===== config.mk =====
export PLATFORM = sky130hd
export DESIGN_NAME = ysyx_22040759_axi_rd_mux_flat
export DESIGN_NICKNAME = d
export VERILOG_FILES = /design/src/rtl/ysyx_22040759_axi_rd_mux_pkg.sv /design/src/rtl/ysyx_22040759_axi_rd_mux_if.sv /design/src/rtl/ysyx_22040759_rr_arbiter.sv /design/src/rtl/ysyx_22040759_axi_rd_mux.sv /design/src/flat_wrapper.sv
export SDC_FILE = /design/constraint.sdc
export NUM_CORES = 1
export LEC_CHECK = 0
export CORE_AREA = 8 8 148 150
export DETAILED_ROUTE_END_ITERATION = 6
export DIE_AREA = 0 0 156 158
export GPL_TIMING_DRIVEN = 0
export PLACE_DENSITY = 0.85
export SETUP_SLACK_MARGIN = 0.1
export SLEW_MARGIN = 5
export SYNTH_ARGS = -nofsm -noshare
export SYNTH_HDL_FRONTEND = slang
export SYNTH_HIERARCHICAL = 1
export SYNTH_SLANG_ARGS = --single-unit
export TNS_END_PERCENT = 5

===== constraint.sdc =====
create_clock -name clock -period 2.41 [get_ports clock]
set_input_delay 0.723 -clock clock [delete_from_list [all_inputs] [get_ports clock]]
set_output_delay 0.723 -clock clock [all_outputs]
set_load 0.005 [all_outputs]

===== src/rtl/ysyx_22040759_axi_rd_mux_pkg.sv =====
// rtl/ysyx_22040759_axi_rd_mux_pkg.sv - shared FSM states and AXI encodings for the read mux
package ysyx_22040759_axi_rd_mux_pkg;

  typedef enum logic [1:0] {
    ST_IDLE = 2'd0,
    ST_AR   = 2'd1,
    ST_R    = 2'd2
  } state_e;

  localparam logic [1:0] AXI_BURST_INCR = 2'b01;

  localparam logic [1:0] RESP_OKAY   = 2'b00;
  localparam logic [1:0] RESP_EXOKAY = 2'b01;
  localparam logic [1:0] RESP_SLVERR = 2'b10;
  localparam logic [1:0] RESP_DECERR = 2'b11;

endpackage


===== src/rtl/ysyx_22040759_axi_rd_mux_if.sv =====
// rtl/ysyx_22040759_axi_rd_mux_if.sv - AXI4 read address / read data channel bundle
interface ysyx_22040759_axi_rd_mux_if #(
  parameter int ADDR_W = 64,
  parameter int DATA_W = 64,
  parameter int ID_W   = 4,
  parameter int LEN_W  = 8
);

  logic              ar_valid;
  logic              ar_ready;
  logic [ADDR_W-1:0] ar_addr;
  logic [ID_W-1:0]   ar_id;
  logic [LEN_W-1:0]  ar_len;
  logic [2:0]        ar_size;
  logic [1:0]        ar_burst;
  logic [2:0]        ar_prot;
  logic [3:0]        ar_cache;
  logic              ar_lock;
  logic [3:0]        ar_qos;

  logic              r_valid;
  logic              r_ready;
  logic [DATA_W-1:0] r_data;
  logic [1:0]        r_resp;
  logic              r_last;
  logic [ID_W-1:0]   r_id;

  modport master (
    output ar_valid, ar_addr, ar_id, ar_len, ar_size, ar_burst,
           ar_prot, ar_cache, ar_lock, ar_qos, r_ready,
    input  ar_ready, r_valid, r_data, r_resp, r_last, r_id
  );

  modport slave (
    input  ar_valid, ar_addr, ar_id, ar_len, ar_size, ar_burst,
           ar_prot, ar_cache, ar_lock, ar_qos, r_ready,
    output ar_ready, r_valid, r_data, r_resp, r_last, r_id
  );

endinterface


===== src/rtl/ysyx_22040759_rr_arbiter.sv =====
// rtl/ysyx_22040759_rr_arbiter.sv - round-robin / fixed-priority one-hot request arbiter
module ysyx_22040759_rr_arbiter #(
  parameter int NUM_REQ   = 2,
  parameter int PRIO_MODE = 0,
  parameter int IDX_W     = $clog2(NUM_REQ)
) (
  input  logic [NUM_REQ-1:0] req_i,
  input  logic [IDX_W-1:0]   ptr_i,
  output logic [NUM_REQ-1:0] gnt_o,
  output logic [IDX_W-1:0]   idx_o,
  output logic               valid_o
);

  logic [IDX_W-1:0] cand;

  // Walk candidates starting at the pointer (or at 0 in fixed mode); first requester wins.
  always_comb begin
    gnt_o   = '0;
    idx_o   = '0;
    valid_o = 1'b0;
    cand    = '0;
    for (int i = 0; i < NUM_REQ; i++) begin
      if (PRIO_MODE != 0) begin
        cand = IDX_W'(i);
      end else begin
        cand = IDX_W'((int'(ptr_i) + i) % NUM_REQ);
      end
      if (!valid_o && req_i[cand]) begin
        gnt_o[cand] = 1'b1;
        idx_o       = cand;
        valid_o     = 1'b1;
      end
    end
  end

endmodule


===== src/rtl/ysyx_22040759_axi_rd_mux.sv =====
// rtl/ysyx_22040759_axi_rd_mux.sv - N-client AXI4 burst read arbiter and master
module ysyx_22040759_axi_rd_mux
  import ysyx_22040759_axi_rd_mux_pkg::*;
#(
  parameter int NUM_REQ   = 2,
  parameter int ADDR_W    = 64,
  parameter int DATA_W    = 64,
  parameter int ID_W      = 4,
  parameter int LEN_W     = 8,
  parameter int PRIO_MODE = 0
) (
  input  logic                      clock,
  input  logic                      reset,
  input  logic [NUM_REQ-1:0]        req_valid_i,
  output logic [NUM_REQ-1:0]        req_ready_o,
  input  logic [NUM_REQ*ADDR_W-1:0] req_addr_i,
  input  logic [NUM_REQ*3-1:0]      req_size_i,
  input  logic [NUM_REQ*LEN_W-1:0]  req_len_i,
  output logic [NUM_REQ-1:0]        rsp_valid_o,
  output logic [DATA_W-1:0]         rsp_data_o,
  output logic                      rsp_last_o,
  output logic [1:0]                rsp_resp_o,
  output logic                      err_o,
  ysyx_22040759_axi_rd_mux_if.master axi
);

  localparam int IDX_W = $clog2(NUM_REQ);

  state_e              state_q, state_d;
  logic [IDX_W-1:0]    ptr_q, ptr_d;
  logic [IDX_W-1:0]    idx_q, idx_d;
  logic [ADDR_W-1:0]   addr_q, addr_d;
  logic [2:0]          size_q, size_d;
  logic [LEN_W-1:0]    len_q, len_d;
  logic [LEN_W-1:0]    cnt_q, cnt_d;
  logic                err_q, err_d;
  logic [NUM_REQ-1:0]  req_ready_q, req_ready_d;
  logic [NUM_REQ-1:0]  rsp_valid_q, rsp_valid_d;
  logic [DATA_W-1:0]   rsp_data_q, rsp_data_d;
  logic                rsp_last_q, rsp_last_d;
  logic [1:0]          rsp_resp_q, rsp_resp_d;

  logic [NUM_REQ-1:0]  arb_gnt;
  logic [IDX_W-1:0]    arb_idx;
  logic                arb_valid;
  logic                cnt_zero;

  ysyx_22040759_rr_arbiter #(
    .NUM_REQ  (NUM_REQ),
    .PRIO_MODE(PRIO_MODE),
    .IDX_W    (IDX_W)
  ) u_arb (
    .req_i  (req_valid_i),
    .ptr_i  (ptr_q),
    .gnt_o  (arb_gnt),
    .idx_o  (arb_idx),
    .valid_o(arb_valid)
  );

  assign cnt_zero = (cnt_q == '0);

  // Next-state and datapath: grant in IDLE, hold AR until accepted, forward and check R beats.
  always_comb begin
    state_d     = state_q;
    ptr_d       = ptr_q;
    idx_d       = idx_q;
    addr_d      = addr_q;
    size_d      = size_q;
    len_d       = len_q;
    cnt_d       = cnt_q;
    err_d       = err_q;
    req_ready_d = '0;
    rsp_valid_d = '0;
    rsp_data_d  = rsp_data_q;
    rsp_last_d  = 1'b0;
    rsp_resp_d  = rsp_resp_q;
    case (state_q)
      ST_IDLE: begin
        if (arb_valid) begin
          idx_d       = arb_idx;
          addr_d      = req_addr_i[int'(arb_idx)*ADDR_W +: ADDR_W];
          size_d      = req_size_i[int'(arb_idx)*3 +: 3];
          len_d       = req_len_i[int'(arb_idx)*LEN_W +: LEN_W];
          req_ready_d = arb_gnt;
          ptr_d       = (arb_idx == IDX_W'(NUM_REQ - 1)) ? '0 : arb_idx + 1'b1;
          state_d     = ST_AR;
        end
      end
      ST_AR: begin
        if (axi.ar_ready) begin
          cnt_d   = len_q;
          state_d = ST_R;
        end
      end
      ST_R: begin
        if (axi.r_valid) begin
          rsp_valid_d[idx_q] = 1'b1;
          rsp_data_d         = axi.r_data;
          rsp_resp_d         = axi.r_resp;
          // A missing RLAST still closes the burst so the client sees a terminated transfer.
          rsp_last_d         = axi.r_last | cnt_zero;
          if (axi.r_last != cnt_zero) begin
            err_d = 1'b1;
          end
          if (axi.r_id != ID_W'(idx_q)) begin
            err_d = 1'b1;
          end
          if (axi.r_last || cnt_zero) begin
            state_d = ST_IDLE;
          end else begin
            cnt_d = cnt_q - 1'b1;
          end
        end
      end
      default: state_d = ST_IDLE;
    endcase
  end

  // State and datapath registers; async reset drops ARVALID/RREADY immediately.
  always_ff @(posedge clock or negedge reset) begin
    if (!reset) begin
      state_q     <= ST_IDLE;
      ptr_q       <= '0;
      idx_q       <= '0;
      addr_q      <= '0;
      size_q      <= '0;
      len_q       <= '0;
      cnt_q       <= '0;
      err_q       <= 1'b0;
      req_ready_q <= '0;
      rsp_valid_q <= '0;
      rsp_data_q  <= '0;
      rsp_last_q  <= 1'b0;
      rsp_resp_q  <= '0;
    end else begin
      state_q     <= state_d;
      ptr_q       <= ptr_d;
      idx_q       <= idx_d;
      addr_q      <= addr_d;
      size_q      <= size_d;
      len_q       <= len_d;
      cnt_q       <= cnt_d;
      err_q       <= err_d;
      req_ready_q <= req_ready_d;
      rsp_valid_q <= rsp_valid_d;
      rsp_data_q  <= rsp_data_d;
      rsp_last_q  <= rsp_last_d;
      rsp_resp_q  <= rsp_resp_d;
    end
  end

  assign req_ready_o  = req_ready_q;
  assign rsp_valid_o  = rsp_valid_q;
  assign rsp_data_o   = rsp_data_q;
  assign rsp_last_o   = rsp_last_q;
  assign rsp_resp_o   = rsp_resp_q;
  assign err_o        = err_q;

  assign axi.ar_valid = (state_q == ST_AR);
  assign axi.ar_addr  = addr_q;
  assign axi.ar_id    = ID_W'(idx_q);
  assign axi.ar_len   = len_q;
  assign axi.ar_size  = size_q;
  assign axi.ar_burst = AXI_BURST_INCR;
  assign axi.ar_prot  = 3'b000;
  assign axi.ar_cache = 4'b0000;
  assign axi.ar_lock  = 1'b0;
  assign axi.ar_qos   = 4'b0000;
  assign axi.r_ready  = (state_q == ST_R);

endmodule


===== src/flat_wrapper.sv =====
// flat-port wrapper written by rule: the top's interface ports become plain ports
module ysyx_22040759_axi_rd_mux_flat import ysyx_22040759_axi_rd_mux_pkg::*;
#(
  parameter int NUM_REQ   = 2,
  parameter int ADDR_W    = 64,
  parameter int DATA_W    = 64,
  parameter int ID_W      = 4,
  parameter int LEN_W     = 8,
  parameter int PRIO_MODE = 0
)
  (clock, reset, req_valid_i, req_ready_o, req_addr_i, req_size_i, req_len_i, rsp_valid_o, rsp_data_o, rsp_last_o, rsp_resp_o, err_o, axi_ar_valid, axi_ar_addr, axi_ar_id, axi_ar_len, axi_ar_size, axi_ar_burst, axi_ar_prot, axi_ar_cache, axi_ar_lock, axi_ar_qos, axi_r_ready, axi_ar_ready, axi_r_valid, axi_r_data, axi_r_resp, axi_r_last, axi_r_id);
  ysyx_22040759_axi_rd_mux_if #(.ADDR_W(ADDR_W), .DATA_W(DATA_W), .ID_W(ID_W), .LEN_W(LEN_W)) axi_i ();
  input  logic clock;
  input  logic reset;
  input  logic [NUM_REQ-1:0] req_valid_i;
  output logic [NUM_REQ-1:0] req_ready_o;
  input  logic [NUM_REQ*ADDR_W-1:0] req_addr_i;
  input  logic [NUM_REQ*3-1:0] req_size_i;
  input  logic [NUM_REQ*LEN_W-1:0] req_len_i;
  output logic [NUM_REQ-1:0] rsp_valid_o;
  output logic [DATA_W-1:0] rsp_data_o;
  output logic rsp_last_o;
  output logic [1:0] rsp_resp_o;
  output logic err_o;
  output wire logic [$bits(axi_i.ar_valid)-1:0] axi_ar_valid;
  output wire logic [$bits(axi_i.ar_addr)-1:0] axi_ar_addr;
  output wire logic [$bits(axi_i.ar_id)-1:0] axi_ar_id;
  output wire logic [$bits(axi_i.ar_len)-1:0] axi_ar_len;
  output wire logic [$bits(axi_i.ar_size)-1:0] axi_ar_size;
  output wire logic [$bits(axi_i.ar_burst)-1:0] axi_ar_burst;
  output wire logic [$bits(axi_i.ar_prot)-1:0] axi_ar_prot;
  output wire logic [$bits(axi_i.ar_cache)-1:0] axi_ar_cache;
  output wire logic [$bits(axi_i.ar_lock)-1:0] axi_ar_lock;
  output wire logic [$bits(axi_i.ar_qos)-1:0] axi_ar_qos;
  output wire logic [$bits(axi_i.r_ready)-1:0] axi_r_ready;
  input wire logic [$bits(axi_i.ar_ready)-1:0] axi_ar_ready;
  input wire logic [$bits(axi_i.r_valid)-1:0] axi_r_valid;
  input wire logic [$bits(axi_i.r_data)-1:0] axi_r_data;
  input wire logic [$bits(axi_i.r_resp)-1:0] axi_r_resp;
  input wire logic [$bits(axi_i.r_last)-1:0] axi_r_last;
  input wire logic [$bits(axi_i.r_id)-1:0] axi_r_id;
  assign axi_ar_valid = axi_i.ar_valid;
  assign axi_ar_addr = axi_i.ar_addr;
  assign axi_ar_id = axi_i.ar_id;
  assign axi_ar_len = axi_i.ar_len;
  assign axi_ar_size = axi_i.ar_size;
  assign axi_ar_burst = axi_i.ar_burst;
  assign axi_ar_prot = axi_i.ar_prot;
  assign axi_ar_cache = axi_i.ar_cache;
  assign axi_ar_lock = axi_i.ar_lock;
  assign axi_ar_qos = axi_i.ar_qos;
  assign axi_r_ready = axi_i.r_ready;
  assign axi_i.ar_ready = axi_ar_ready;
  assign axi_i.r_valid = axi_r_valid;
  assign axi_i.r_data = axi_r_data;
  assign axi_i.r_resp = axi_r_resp;
  assign axi_i.r_last = axi_r_last;
  assign axi_i.r_id = axi_r_id;
  ysyx_22040759_axi_rd_mux #(.NUM_REQ(NUM_REQ), .ADDR_W(ADDR_W), .DATA_W(DATA_W), .ID_W(ID_W), .LEN_W(LEN_W), .PRIO_MODE(PRIO_MODE)) u_core (.clock(clock), .reset(reset), .req_valid_i(req_valid_i), .req_ready_o(req_ready_o), .req_addr_i(req_addr_i), .req_size_i(req_size_i), .req_len_i(req_len_i), .rsp_valid_o(rsp_valid_o), .rsp_data_o(rsp_data_o), .rsp_last_o(rsp_last_o), .rsp_resp_o(rsp_resp_o), .err_o(err_o), .axi(axi_i));
endmodule

# Word level (Yosys, flattened, before mapping)
# Cells that the tools add are included.
# word_totals
register_bits,159
latchBits,0
ramBits,0
rom_bits,0
in_bits,227
output_inout_bits,167
word_cells,86
n_memories,0
# classes
add_sub_neg,3
mul,1
div,0
order_cmp,6
eq_ne,9
shifts,3
n_mux,34
bitwise,2
n_reduce_logical,15
# op_table
op,count
128-bit by 8-bit variable part select with 64-bit output,1
6-bit by 32-bit variable part select with 3-bit output,1
8-bit 2-to-1 mux,3
2-bit 2-to-1 mux,10
1-bit 2-to-1 mux,16
8-bit one-hot mux with 2 select lines,1
16-bit by 5-bit variable part select with 8-bit output,1
8-bit logical NOT,1
2-bit by 1-bit != test with 1-bit output (second input constant),4
4-bit AND reduction,2
8-bit by 1-bit subtractor with 8-bit output (second input constant),1
1-bit by 2-bit < comparator with 1-bit output (second input constant),3
2-bit one-hot mux with 3 select lines,1
1-bit logical AND,4
4-bit by 1-bit != test with 1-bit output,1
2-bit AND reduction,2
2-bit nonzero test,2
1-bit demux with 1-bit select,3
1-bit >= comparator (second input constant),3
1-bit by 2-bit multiplier with 3-bit output (second input constant),1
3-bit AND reduction,1
1-bit adder (second input constant),2
2-bit by 1-bit == test with 1-bit output (second input constant),1
2-bit == test (second input constant),1
other kinds (7),7

# Logic depth before layout (Yosys ltp)
# depth
depth_word,9
depth_mapped,8

# By module
# Netlist, hierarchy kept.
# by_module_without_submodules
mod,instances,cells_per_inst,area_per_inst_um2
ysyx_22040759_axi_rd_mux,1,582,7006.7
ysyx_22040759_rr_arbiter,1,5,32.5

# Worst setup path after synthesis
# No wires, ideal clock.
# synth_timing
path_kind,register -> register
from,register u_core.cnt_q[3]
to,"register u_core.err_q, in the netlist u_core/err_o"
arrival_time_ns,1.731
required_time_ns,2.292
path_slack_ns,0.561
stages_incl_launch_ff,8
period_less_slack_ns,1.849
cell_sequence,dfrtp_1 > clkbuf_1 > nor4_1 > nand3_1 > ha_1 > nor4_1 > nand2_1 > a21o_1
# synth_via
elab_chain_len,4
# synth_rtl
element,line_no,source
from (decl),ysyx_22040759_axi_rd_mux.sv:35,"logic [LEN_W-1:0] cnt_q, cnt_d;"
from (signal assigned),ysyx_22040759_axi_rd_mux.sv:142,cnt_q <= cnt_d;
8-bit logical NOT,ysyx_22040759_axi_rd_mux.sv:60,assign cnt_zero = (cnt_q == '0);
1-bit != test,ysyx_22040759_axi_rd_mux.sv:102,if (axi.r_last != cnt_zero) begin
2-bit nonzero test (no line),n/a,
3-bit AND reduction (no line),n/a,
to (signal assigned),ysyx_22040759_axi_rd_mux.sv:143,err_q <= err_d;
to (decl),ysyx_22040759_axi_rd_mux.sv:36,"logic err_q, err_d;"
# No other way between the ends.
# A chain may end at the register's enable or synchronous reset.

# Worst setup path in the final report
# layout_timing
from,register u_core.state_q[1]
to,output port axi_r_ready
# layout_via
elab_chain_len,1
# layout_rtl
element,line_no,source
from (decl),ysyx_22040759_axi_rd_mux.sv:29,"state_e state_q, state_d;"
from (signal assigned),ysyx_22040759_axi_rd_mux.sv:136,state_q <= state_d;
2-bit == test,ysyx_22040759_axi_rd_mux.sv:169,assign axi.r_ready = (state_q == ST_R);
to (decl),flat_wrapper.sv:35,output wire logic [$bits(axi_i.r_ready)-1:0] axi_r_ready;
# No other way between the ends.

==> reports/results.env <==
STATUS='finished, final reports clean'
GRT-BUSIEST-LAYER='met2'
POWER.TOTAL_W=0.01375
COMB_POWER_SHARE_PCT=46.1
POST_SYNTH.CELL_AREA_AVG_UM2=11.99
GRT_USE_MET1_PCT=22.46
SYNTH_COMPOUND_AREA_SHARE_PCT=8.585
POST-ROUTE-PERIOD-UTIL_PCT=94.07
WORST_IR_DROP_VDD_V=0.0004625
SYNTH.YOSYS.WARNINGS=6
CELL_INTERNAL_PWR_W=0.009218
YOSYS-MUX-AREA-FRACTION_PCT=21.95
CRIT_PATH_REQUIRED_TIME_NS=1.69
SYNTHXORXNORAREAFRAC_PCT=0.1244
IO_PINS=394
GRT.OVERFLOW.TOTAL=0
YOSYSSEQAREASHARE_PCT=56.52
FIN_CELLS=1282
SW_FRAC_OF_TOTAL_PCT=32.98
CTS_SETUP_BUFFERS=0
USE_MET2_PCT=34.38
ROUTE.DETAILED.DRC=0
DRT-INITIAL-DRC-COUNT=201
DETAILROUTE.VIA_COUNT=6019
CTS_INSERTED_BUFFERS=17
TIMING.CRITICAL_PATH.FANOUT_MAX=8
GROUTE.LAYER.MET3.USAGE_PCT=5.815
IO_BUFFER_COUNT=376
ROUTE.ANTENNA.REMAINING_NETS=0
SYNTHDISTINCTLIBCELLS=41
DP.CELLS=1249
SYNTH_TOP_FAMILY_BY_AREA='multiplexers'
ANTENNA_FOUND_INITIAL=1
MAX_FREQ_GHz=0.4411
DIE_Y_UM=158
DIEWIDTH_UM=156
CLOCK-SINKS=159
HOLDCRITPATHCLASS='input pin to async pin'
DRT-VIAS-PER-INSTANCE=4.695
POSTROUTEWIRELENGTH_UM=24890
FINAL-SETUP-VIOL-COUNT=0
CLOCK_SKEW_NS=0.01243
DRT_PRE_ANTENNA_ITERS=4
HOLD_VIOLATIONS=0
LAYOUT_COMMONEST_CELL='sky130_fd_sc_hd__clkdlybuf4s50_1'
SYN-INSTANCE-COUNT=587
FINAL_PERIOD_MINUS_WORST_SETUP_SLACK_NS=2.267
DIE-AREA_MM2=0.02465
P_SWITCHING_W=0.004537
AVGROUTEDWIREPERCELL_UM=19.42
ADDER_CELL_AREA_SHARE_OF_THE_YOSYS_NETLIST_PCT=0.5332
CRITPATHLAUNCHTYPE='flop'
TIMING_WORST_SLEW_PIN_VALUE_NS=0.5726
CLOCKBUFFERDEPTH=2
POWER.LEAKAGE_nW=5.027
GRT_PASS1_VIAS=6595
GRT_FIRST_PASS_WIRELENGTH_UM=36960
SLEW_HEADROOM_PCT=61.83
GRT_MAX_DEGREE=89
FINAL_LAYOUT_SIZE_SUFFIX_GT1_SHARE_PCT=16.02
SLEW_VIOL_FINAL=0
POST-DP-HPWL_UM=19950
AREA.GROWTH.SYNTH_TO_FINAL_PCT=68.11
RSZ0062_AT_GRT='yes'
SHARE_CLK_OF_TOTAL_POWER_PCT=19.2
NNETSFINAL=1228
FLOORPLAN.INITIALDENSITY_PCT=35.71
R2R.WORST_PATH.CELLS=8
PLACEMENT_ROWS=52
CRIT_PATH_END_KIND='output port'
PWR-SHARE-SEQ_PCT=34.7
POWER-PER-CELL-AREA_mW_PER_MM2=1162
SYNTH_SIMPLE_GATE_AREA_SHARE_PCT=6.399
CTS.REPAIR.RESIZED=6
DRV_CAP=0
CTS_HOLD_BUFFERS_ADDED=0
LATER_PIN_CLOCK_LATENCY_IN_THE_SKEW_REPORT_NS=0.41
SYNTHESIS.AREA_MM2=0.007039
CLOCKROOTBUFFER='sky130_fd_sc_hd__clkbuf_16'
PLACE_CONGESTION=0.8254
PATH_CLASS='flop to output port'
LAYOUT.CELLS.MOST_COMMON_LIST='sky130_fd_sc_hd__clkdlybuf4s50_1 (373), sky130_fd_sc_hd__dfrtp_1 (158), sky130_fd_sc_hd__nor2_1 (85)'
COREAREA_MM2=0.01971
CLKTRANSATPATHREGS_NS=0.07
NUMBER_OF_STORAGE_ELEMENTS_IN_THE_SYNTHESIS_NETLIST=159
GROUTE.USAGE.OVERALL_PCT=19.59
CRITICAL_PATH_ARRIVAL_NS=1.54
FINALCOREUTILIZATION_PCT=60.03
CTS_HTREE_LEVELS=4
CTS_TREE='built'
-- cells in the mapped netlist (all sizes together) --
cell type | instances | area (um^2)
a211oi | 1 | 7.510
a21boi | 3 | 22.52
a21o | 1 | 7.510
a21oi | 81 | 409.1
a22oi | 3 | 22.52
a2bb2oi | 1 | 8.760
a32oi | 1 | 8.760
and2 | 4 | 25.02
and3b | 1 | 8.760
buf | 55 | 372.8
clkbuf | 1 | 3.750
conb | 2 | 7.510
dfrtp | 159 | 3979
ha | 3 | 37.54
inv | 8 | 30.03
mux2 | 67 | 784.5
mux2i | 76 | 760.7
nand2 | 4 | 15.01
nand2b | 2 | 12.51
nand3 | 3 | 15.01
nor2 | 85 | 319.1
nor2b | 2 | 12.51
nor3 | 2 | 10.01
nor3b | 1 | 7.510
nor4 | 3 | 18.77
o211ai | 1 | 7.510
o21ai | 11 | 58.81
o22ai | 1 | 6.260
o2bb2ai | 2 | 36.29
o32ai | 1 | 8.760
or2 | 1 | 6.260
xnor2 | 1 | 8.760
-- routing by layer --
| metal | vias up | routed length [um] |
|---|---|---|
| met2 | 271 | 12660 |
| met5 | - | 0 |
| met3 | 29 | 1966 |
| met1 | 2898 | 9755 |
| li1 | 2821 | - |
| met4 | 0 | 506 |
-- stage by stage --
stage / setup TNS (ns) / hold WS [ns] / setup WS [ns] / cell area [um^2]
after global routing: 0 / 0.2923 / 0.01616 / 11830
final: 0 / 0.2610 / 0.1428 / 11830
after detailed placement: -24.09 / 0.4556 / -0.5418 / 11230
after global placement: -959.03 / 0.4403 / -5.904 / 11200
after CTS: 0 / 0.2734 / 0.07333 / 11810
after floorplan: 0 / 0.4274 / 0.5612 / 7096
-- registers in the layout, indices dropped and copies added (netlist names), 2 cells and up --
register,cells
u_core/axi.ar_addr,64
u_core/axi.ar_len,8
u_core/axi.ar_size,3
u_core/cnt_q,8
u_core/req_ready_o,2
u_core/rsp_data_o,64
u_core/rsp_resp_o,2
u_core/rsp_valid_o,2
u_core/state_q,2
-- kinds of logic after synthesis --
logic type	Yosys count
buf+inv	64
fa+ha+maj	3
compound gates	107
other cells	2
simple gates	108
flops	159
xor+xnor	1
mux	143
-- power groups by stage --
stage,clock (W),sequential (W),combinational (W)
6_report,0.00264,0.00478,0.00634
5_1_grt,0.00280,0.00493,0.00687
3_3_place_gp,0,0.00475,0.00624
3_5_place_dp,0,0.00483,0.00640
2_1_floorplan,0,0.00480,0.00248
4_1_cts,0.00271,0.00479,0.00643
-- layout make-up --
type                       instances  area (um^2)
clock buffer                      18        429.2
sequential                       159         3980
fill                            1599         7880
timing repair buffer             377         3794
clock inverter                    14        146.4
inverter                           8        30.03
tap                              270        337.8
buffer                            56        394.1
multi-input combinational        379         2720
antenna                            1        2.502
-- critical path, cell delays in order, from the launching register on --
cell and delay [ns]:
sky130_fd_sc_hd__dfrtp_2 0.47, sky130_fd_sc_hd__nand2b_1 0.09, sky130_fd_sc_hd__buf_2 0.20, sky130_fd_sc_hd__inv_2 0.09, sky130_fd_sc_hd__dlygate4sd2_1 0.28
-- path summary, 6_finish.rpt --
path | from | end | slack [ns]
min reg2reg | u_core/err_o$_DFFE_PN0P_ | u_core/err_o$_DFFE_PN0P_ | 0.47
max | u_core/state_q[1]$_DFFE_PN0P_ | axi_r_ready | 0.14
max reg2reg | u_core/cnt_q[3]$_DFFE_PN0P_ | u_core/cnt_q[5]$_DFFE_PN0P_ | 0.31
min in group clock | u_core/err_o$_DFFE_PN0P_ | u_core/err_o$_DFFE_PN0P_ | 0.47
max in group asynchronous | reset | u_core/axi.ar_len[7]$_DFFE_PN0P_ | 1.31
min | reset | u_core/axi.ar_addr[59]$_DFFE_PN0P_ | 0.26
Power figures use the tool's default switching activity.
